===== config.mk =====
export PLATFORM = sky130hd
export DESIGN_NAME = shape_sequencer
export DESIGN_NICKNAME = d
export VERILOG_FILES = /design/src/rtl/shape_sequencer_pkg.sv /design/src/rtl/shape_sequencer_sw_debounce.sv /design/src/rtl/shape_sequencer.sv
export SDC_FILE = /design/constraint.sdc
export NUM_CORES = 1
export LEC_CHECK = 0
export ABC_AREA = 1
export CAP_MARGIN = 5
export CORE_MARGIN = 10
export CORE_UTILIZATION = 40
export DETAILED_ROUTE_END_ITERATION = 12
export GPL_TIMING_DRIVEN = 0
export SYNTH_ARGS = -nofsm -noshare
export SYNTH_HDL_FRONTEND = slang
export SYNTH_SLANG_ARGS = --single-unit

===== constraint.sdc =====
create_clock -name sysclk -period 4.7 [get_ports sysclk]
set_input_delay 0.94 -clock sysclk [delete_from_list [all_inputs] [get_ports sysclk]]
set_output_delay 0.94 -clock sysclk [all_outputs]
set_load 0.01 [all_outputs]

===== src/rtl/shape_sequencer_pkg.sv =====
// Shared definitions for the shape sequencer: FSM state codes, shape
// indices, switch-request decode and counter sizing helpers.
package shape_sequencer_pkg;

  // FSM state encoding
  localparam logic [1:0] IDLE  = 2'd0;
  localparam logic [1:0] BLANK = 2'd1;
  localparam logic [1:0] RUN   = 2'd2;

  // Shape indices (bit position in sw_in / enable_sw)
  localparam logic [1:0] CIRCLE      = 2'd0;
  localparam logic [1:0] EIGHT       = 2'd1;
  localparam logic [1:0] SQUARE      = 2'd2;
  localparam logic [1:0] SOLIDSQUARE = 2'd3;

  // Decoded manual request: one = exactly one switch set, off = none set.
  // Neither flag set means two or more switches: an invalid request.
  typedef struct packed {
    logic       one;
    logic       off;
    logic [1:0] idx;
  } sw_req_t;

  // Counter width able to hold 0..n-1, never narrower than one bit
  function automatic int unsigned cnt_width(input int unsigned n);
    return (n > 1) ? $clog2(n) : 1;
  endfunction

  function automatic sw_req_t decode_req(input logic [3:0] sw);
    sw_req_t r;
    r.one = 1'b1;
    r.off = 1'b0;
    r.idx = CIRCLE;
    case (sw)
      4'b0000: begin
        r.one = 1'b0;
        r.off = 1'b1;
      end
      4'b0001: r.idx = CIRCLE;
      4'b0010: r.idx = EIGHT;
      4'b0100: r.idx = SQUARE;
      4'b1000: r.idx = SOLIDSQUARE;
      default: r.one = 1'b0;
    endcase
    return r;
  endfunction

  function automatic logic [3:0] shape_onehot(input logic [1:0] idx);
    return 4'b0001 << idx;
  endfunction

endpackage


===== src/rtl/shape_sequencer_sw_debounce.sv =====
// sw_debounce: two-flop synchroniser followed by a stability filter.
// The filtered output only takes a new value once the synchronised input
// has differed from it for DEB_CYCLES consecutive cycles; shorter glitches
// clear the count and are dropped.
module sw_debounce
  import shape_sequencer_pkg::*;
#(
  parameter int unsigned DEB_CYCLES = 500000
) (
  input  logic       sysclk,
  input  logic       rst,
  input  logic [3:0] sw_in,
  output logic [3:0] sw_out
);

  localparam int unsigned CW = cnt_width(DEB_CYCLES);
  localparam logic [CW-1:0] CNT_LAST = CW'(DEB_CYCLES - 1);

  logic [3:0]    sync1_reg;
  logic [3:0]    sync2_reg;
  logic [3:0]    stable_reg;
  logic [CW-1:0] cnt_reg;

  // Bring the asynchronous switches into the sysclk domain
  always_ff @(posedge sysclk or posedge rst) begin
    if (rst) begin
      sync1_reg <= '0;
      sync2_reg <= '0;
    end else begin
      sync1_reg <= sw_in;
      sync2_reg <= sync1_reg;
    end
  end

  // Accept a new switch pattern only after it has persisted long enough
  always_ff @(posedge sysclk or posedge rst) begin
    if (rst) begin
      stable_reg <= '0;
      cnt_reg    <= '0;
    end else if (sync2_reg == stable_reg) begin
      cnt_reg <= '0;
    end else if (cnt_reg == CNT_LAST) begin
      stable_reg <= sync2_reg;
      cnt_reg    <= '0;
    end else begin
      cnt_reg <= cnt_reg + CW'(1);
    end
  end

  assign sw_out = stable_reg;

endmodule


===== src/rtl/shape_sequencer.sv =====
// shape_sequencer: selects which shape generator is enabled, with an
// all-off blanking gap between shapes. Manual mode follows one-hot
// switches; auto mode steps through the four shapes on a dwell timer.
// Build option: define SHAPE_SEQ_DEBOUNCE_EN to add the sw_debounce
// stability filter after the input synchroniser.
module shape_sequencer
  import shape_sequencer_pkg::*;
#(
  parameter int unsigned DWELL_CYCLES = 50000000,
  parameter int unsigned BLANK_CYCLES = 1000,
  parameter int unsigned DEB_CYCLES   = 500000
) (
  input  logic       sysclk,
  input  logic       rst,
  input  logic [3:0] sw_in,
  input  logic       auto_en,
  output logic [3:0] enable_sw,
  output logic [1:0] shape_idx,
  output logic       blanking,
  output logic       shape_change
);

  localparam int unsigned BW = cnt_width(BLANK_CYCLES);
  localparam int unsigned DW = cnt_width(DWELL_CYCLES);
  localparam logic [BW-1:0] BLANK_LAST = BW'(BLANK_CYCLES - 1);
  localparam logic [DW-1:0] DWELL_LAST = DW'(DWELL_CYCLES - 1);

  // Elaboration-time parameter sanity checks
  if (DWELL_CYCLES < 2) begin : g_bad_dwell
    $error("shape_sequencer: DWELL_CYCLES must be at least 2");
  end
  if (BLANK_CYCLES < 1) begin : g_bad_blank
    $error("shape_sequencer: BLANK_CYCLES must be at least 1");
  end
  if (DEB_CYCLES < 1) begin : g_bad_deb
    $error("shape_sequencer: DEB_CYCLES must be at least 1");
  end

  logic [3:0] sw_filt;

`ifdef SHAPE_SEQ_DEBOUNCE_EN
  sw_debounce #(
    .DEB_CYCLES(DEB_CYCLES)
  ) u_sw_debounce (
    .sysclk(sysclk),
    .rst   (rst),
    .sw_in (sw_in),
    .sw_out(sw_filt)
  );
`else
  logic [3:0] sync1_reg;
  logic [3:0] sync2_reg;

  // Two-flop synchroniser only; the switches feed the decode directly
  always_ff @(posedge sysclk or posedge rst) begin
    if (rst) begin
      sync1_reg <= '0;
      sync2_reg <= '0;
    end else begin
      sync1_reg <= sw_in;
      sync2_reg <= sync1_reg;
    end
  end

  assign sw_filt = sync2_reg;
`endif

  sw_req_t req;
  assign req = decode_req(sw_filt);

  logic [1:0]    state_reg, state_next;
  logic [1:0]    idx_reg, idx_next;
  logic [BW-1:0] blank_cnt_reg, blank_cnt_next;
  logic [DW-1:0] dwell_cnt_reg, dwell_cnt_next;
  logic          auto_prev_reg;
  logic [3:0]    enable_sw_reg;
  logic          blanking_reg;
  logic          shape_change_reg;

  // Next-state, shape index and counter decisions
  always_comb begin
    state_next     = state_reg;
    idx_next       = idx_reg;
    blank_cnt_next = blank_cnt_reg;
    dwell_cnt_next = dwell_cnt_reg;
    case (state_reg)
      IDLE: begin
        if (auto_en) begin
          state_next     = BLANK;
          blank_cnt_next = '0;
        end else if (req.one) begin
          idx_next       = req.idx;
          state_next     = BLANK;
          blank_cnt_next = '0;
        end
      end
      BLANK: begin
        if (!auto_en && req.off) begin
          // Switches released before the shape appeared: abandon it
          state_next     = IDLE;
          blank_cnt_next = '0;
        end else if (!auto_en && req.one && (req.idx != idx_reg)) begin
          // New choice mid-gap: take it and start the gap over
          idx_next       = req.idx;
          blank_cnt_next = '0;
        end else if (blank_cnt_reg == BLANK_LAST) begin
          state_next     = RUN;
          blank_cnt_next = '0;
          dwell_cnt_next = '0;
        end else begin
          blank_cnt_next = blank_cnt_reg + BW'(1);
        end
      end
      RUN: begin
        if (auto_en != auto_prev_reg) begin
          // Mode change wins over everything else this cycle, including
          // a dwell terminal count, so no shape step can slip through
          dwell_cnt_next = '0;
        end else if (auto_en) begin
          if (dwell_cnt_reg == DWELL_LAST) begin
            idx_next       = idx_reg + 2'd1;
            state_next     = BLANK;
            blank_cnt_next = '0;
            dwell_cnt_next = '0;
          end else begin
            dwell_cnt_next = dwell_cnt_reg + DW'(1);
          end
        end else if (req.off) begin
          state_next = IDLE;
        end else if (req.one && (req.idx != idx_reg)) begin
          idx_next       = req.idx;
          state_next     = BLANK;
          blank_cnt_next = '0;
        end
      end
      default: begin
        state_next     = BLANK;
        blank_cnt_next = '0;
        dwell_cnt_next = '0;
      end
    endcase
  end

  // State, counters and registered outputs derived from the next state
  always_ff @(posedge sysclk or posedge rst) begin
    if (rst) begin
      state_reg        <= BLANK;
      idx_reg          <= CIRCLE;
      blank_cnt_reg    <= '0;
      dwell_cnt_reg    <= '0;
      auto_prev_reg    <= 1'b0;
      enable_sw_reg    <= 4'b0000;
      blanking_reg     <= 1'b1;
      shape_change_reg <= 1'b0;
    end else begin
      state_reg        <= state_next;
      idx_reg          <= idx_next;
      blank_cnt_reg    <= blank_cnt_next;
      dwell_cnt_reg    <= dwell_cnt_next;
      auto_prev_reg    <= auto_en;
      enable_sw_reg    <= (state_next == RUN) ? shape_onehot(idx_next) : 4'b0000;
      blanking_reg     <= (state_next == BLANK);
      shape_change_reg <= (state_next == RUN) && (state_reg != RUN);
    end
  end

  assign enable_sw    = enable_sw_reg;
  assign shape_idx    = idx_reg;
  assign blanking     = blanking_reg;
  assign shape_change = shape_change_reg;

endmodule


==> results.ini <==
[synthesis]
synth_top_family_by_area = simple AND/OR/NAND/NOR gates
yosysSeqAreaShare_pct = 37.0
synth-simple-area-share_pct = 40.9
yosys_warnings = 0
post_synth_inst_count = 519
post_synth_num_cell_types = 44
post-synth-top-area-fraction_pct = 35.5
portion_of_netlist_area_occupied_by_mux_cells_pct = 0.268
ys_ff_latch = 55
synthArstFlopShare_pct = 100
synth_top_cell_by_area = dfrtp_1
mappedNetlistNets = 529
synth_compound_area_share_pct = 7.65
netlist_area_um2 = 3730
synthXorXnorAreaFrac_pct = 4.23
synth-adder-area-share_pct = 1.01
synth.top_cells.by_area = dfrtp_1, nand2_1, nor2_1
synth-edff-count = 0
synth_ff_type = dfrtp_1
synth.top_cells.by_count = nand2_1, nor2_1, dfrtp_1
synth.avg_cell_area_um2 = 7.19
synth.most_common_cell = nand2_1

[power]
total_leakage_power_nw = 1.80
power.density_cell_area_nw_per_um2 = 264
vdd_ir_drop_max_mv = 0.128

[timing]
tightest_slew_ns = 0.699
fin_skew_ns = 0.0104
final_min_period_over_clock_period_pct = 69.7
worst_slew_margin_rel_pct = 53.0
timing.final.max_slew_violations = 0
grt_setup_unrepaired = no
finalHoldViolations = 0
final_report_setup_violation_count = 0
tns_ns = 0
period_needed_ns = 3.28
max_freq_mhz = 305

[floorplan]
floorplan.die_area_um2 = 13600
floorplan.initialDensity_pct = 40.8
dieHeight_um = 117
die_x_um = 117
coreArea_um2 = 9150
std_cell_rows = 35
floorplan.io_pins = 15

[cts]
cts_inserted_buffers = 5
cts.reportedPaths.clkPinSlew_ns = 0.11
clock_tree.root_cell = clkbuf_8
cts_repair_resize_count = 0
cts_hold_buffers = 0
tritoncts_num_sinks = 55
tritoncts = done
cts_setup_buffers = 0
clock_insertion_delay_worst_skew_ns = 0.32
cts_max_path_buffers = 2
htree_levels = 2

[drt]
wl_per_cell_um = 15.0
drc = 0
total_vias_in_the_final_route = 3429
firstDrtPassIters = 5
avgViaCountPerCell = 5.25
ant_nets = 0
routed_wirelength_um = 9780
first_iter_violations = 238

[global_routing]
grt_first_pass_wirelength_um = 16700
grt_util_all_layers_pct = 15.2
first_global_vias = 3295
largest_net_degree_at_the_start_of_global_routing = 42
globalRoute.totalOverflow = 0
antenna_found_initial = 0

[critical_path]
worst_ep_arrival_time_ns = 3.55
worstSetupPathType = input pin to flop
worstPathRequired_ns = 4.97
r2r_setup_slack_ns = 2.45
timing.critical_path.from_type = input pin
crit_fanout = 9
sort_of_element_at_the_end_of_the_critical_path = flop

[outcome]
status = completed

[job]
drv.max_cap_violation_count = 0

[finish]
final_net_count = 551
post_route_cells_drive_above_1_share_pct = 12.0
areaGrowthSynthToFinish_pct = 10.4
largest_register_ffs = 26
non_filler_cells_final = 653
antenna_cells = 0

[worst_hold_path]
min-delay-path-class = flop to flop

[placement]
dpl.hpwl_um = 7470
port-buffer-count = 14
place.detailed.instances = 645
gp_routability_congestion = 0.947

final timing paths:
check,endpoint,cells after the start,start
setup / recovery,dwell_cnt_reg[16],8,auto_en
hold / removal,sw_filt[3],0,sync1_reg[3]
setup reg to reg,blank_cnt_reg[7],13,dwell_cnt_reg[1]
hold reg to reg,sw_filt[3],0,sync1_reg[3]
max in group asynchronous,state_reg[0],3,rst
min in group asynchronous,dwell_cnt_reg[22],2,rst
worst max-delay path: stages:
cell	delay [ns]
clkdlybuf4s50_1	0.70
inv_2	0.17
ha_1	0.44
nor2_1	0.26
a21boi_0	0.62
o21ai_0	0.20
nand2_1	0.11
o21a_1	0.11
per-layer routing:
metal	track usage (%)	up-vias	wire length [µm]
met3	1.95	14	333
met4	4.20	0	167
met2	23.9	62	4470
li1	-	1729	-
met5	0	-	0
met1	21.5	1624	4810
kinds of logic (layout without fill, tap and decap cells):
group           count (synthesis)  after routing
compound gates                 41             41
xor+xnor                       18             18
fa+ha+maj                       3              3
buf+inv                        70             93
flops                          55             55
mux                             1              1
simple gates                  331            331
placed cells by master (no fill, tap or decap), drive strengths merged, types with 2 or more instances in the layout:
cell             n
a21oi           10
buf              9
clkbuf          10
clkdlybuf4s50   14
clkinv           3
dfrtp           53
dfstp            2
ha               3
inv             57
nand2          153
nand3           48
nand3b           2
nand4           24
nor2            74
nor3            24
nor3b            2
o21ai           22
o31ai            4
or2              2
xnor2            3
xor2            15
final cells by class:
cell class | instances | area, µm²
plain buffers | 12 | 109
well taps | 111 | 139
clock buffers | 6 | 72.6
multi-input cells | 394 | 2020
flip-flops and latches | 55 | 1380
inverters | 58 | 225
repair buffers | 15 | 160
fillers | 945 | 5030
clock inverters | 2 | 17.5
report_power, final:
group / switching, mW / internal (mW) / total [mW]
combinational: 0.164 / 0.0931 / 0.257
sequential: 0.0399 / 0.512 / 0.552
clock: 0.172 / 0.108 / 0.279
total: 0.375 / 0.713 / 1.09
through the flow:
stage | util (%) | power, mW | worst slack, ns | area [µm²] | hold slack, ns
2_1_floorplan | - | 0.737 | 2.42 | 3730 | 0.331
3_3_place_gp | 43.8 | 0.814 | 1.10 | 4010 | 0.333
3_5_place_dp | 44.0 | 0.820 | 1.14 | 4030 | 0.335
4_1_cts | 45.0 | 1.10 | 1.47 | 4120 | 0.359
5_1_grt | 45.0 | 1.16 | 1.30 | 4120 | 0.368
6_report | 45.0 | 1.09 | 1.42 | 4120 | 0.358
No activity file was read; power rests on OpenSTA's default activity.
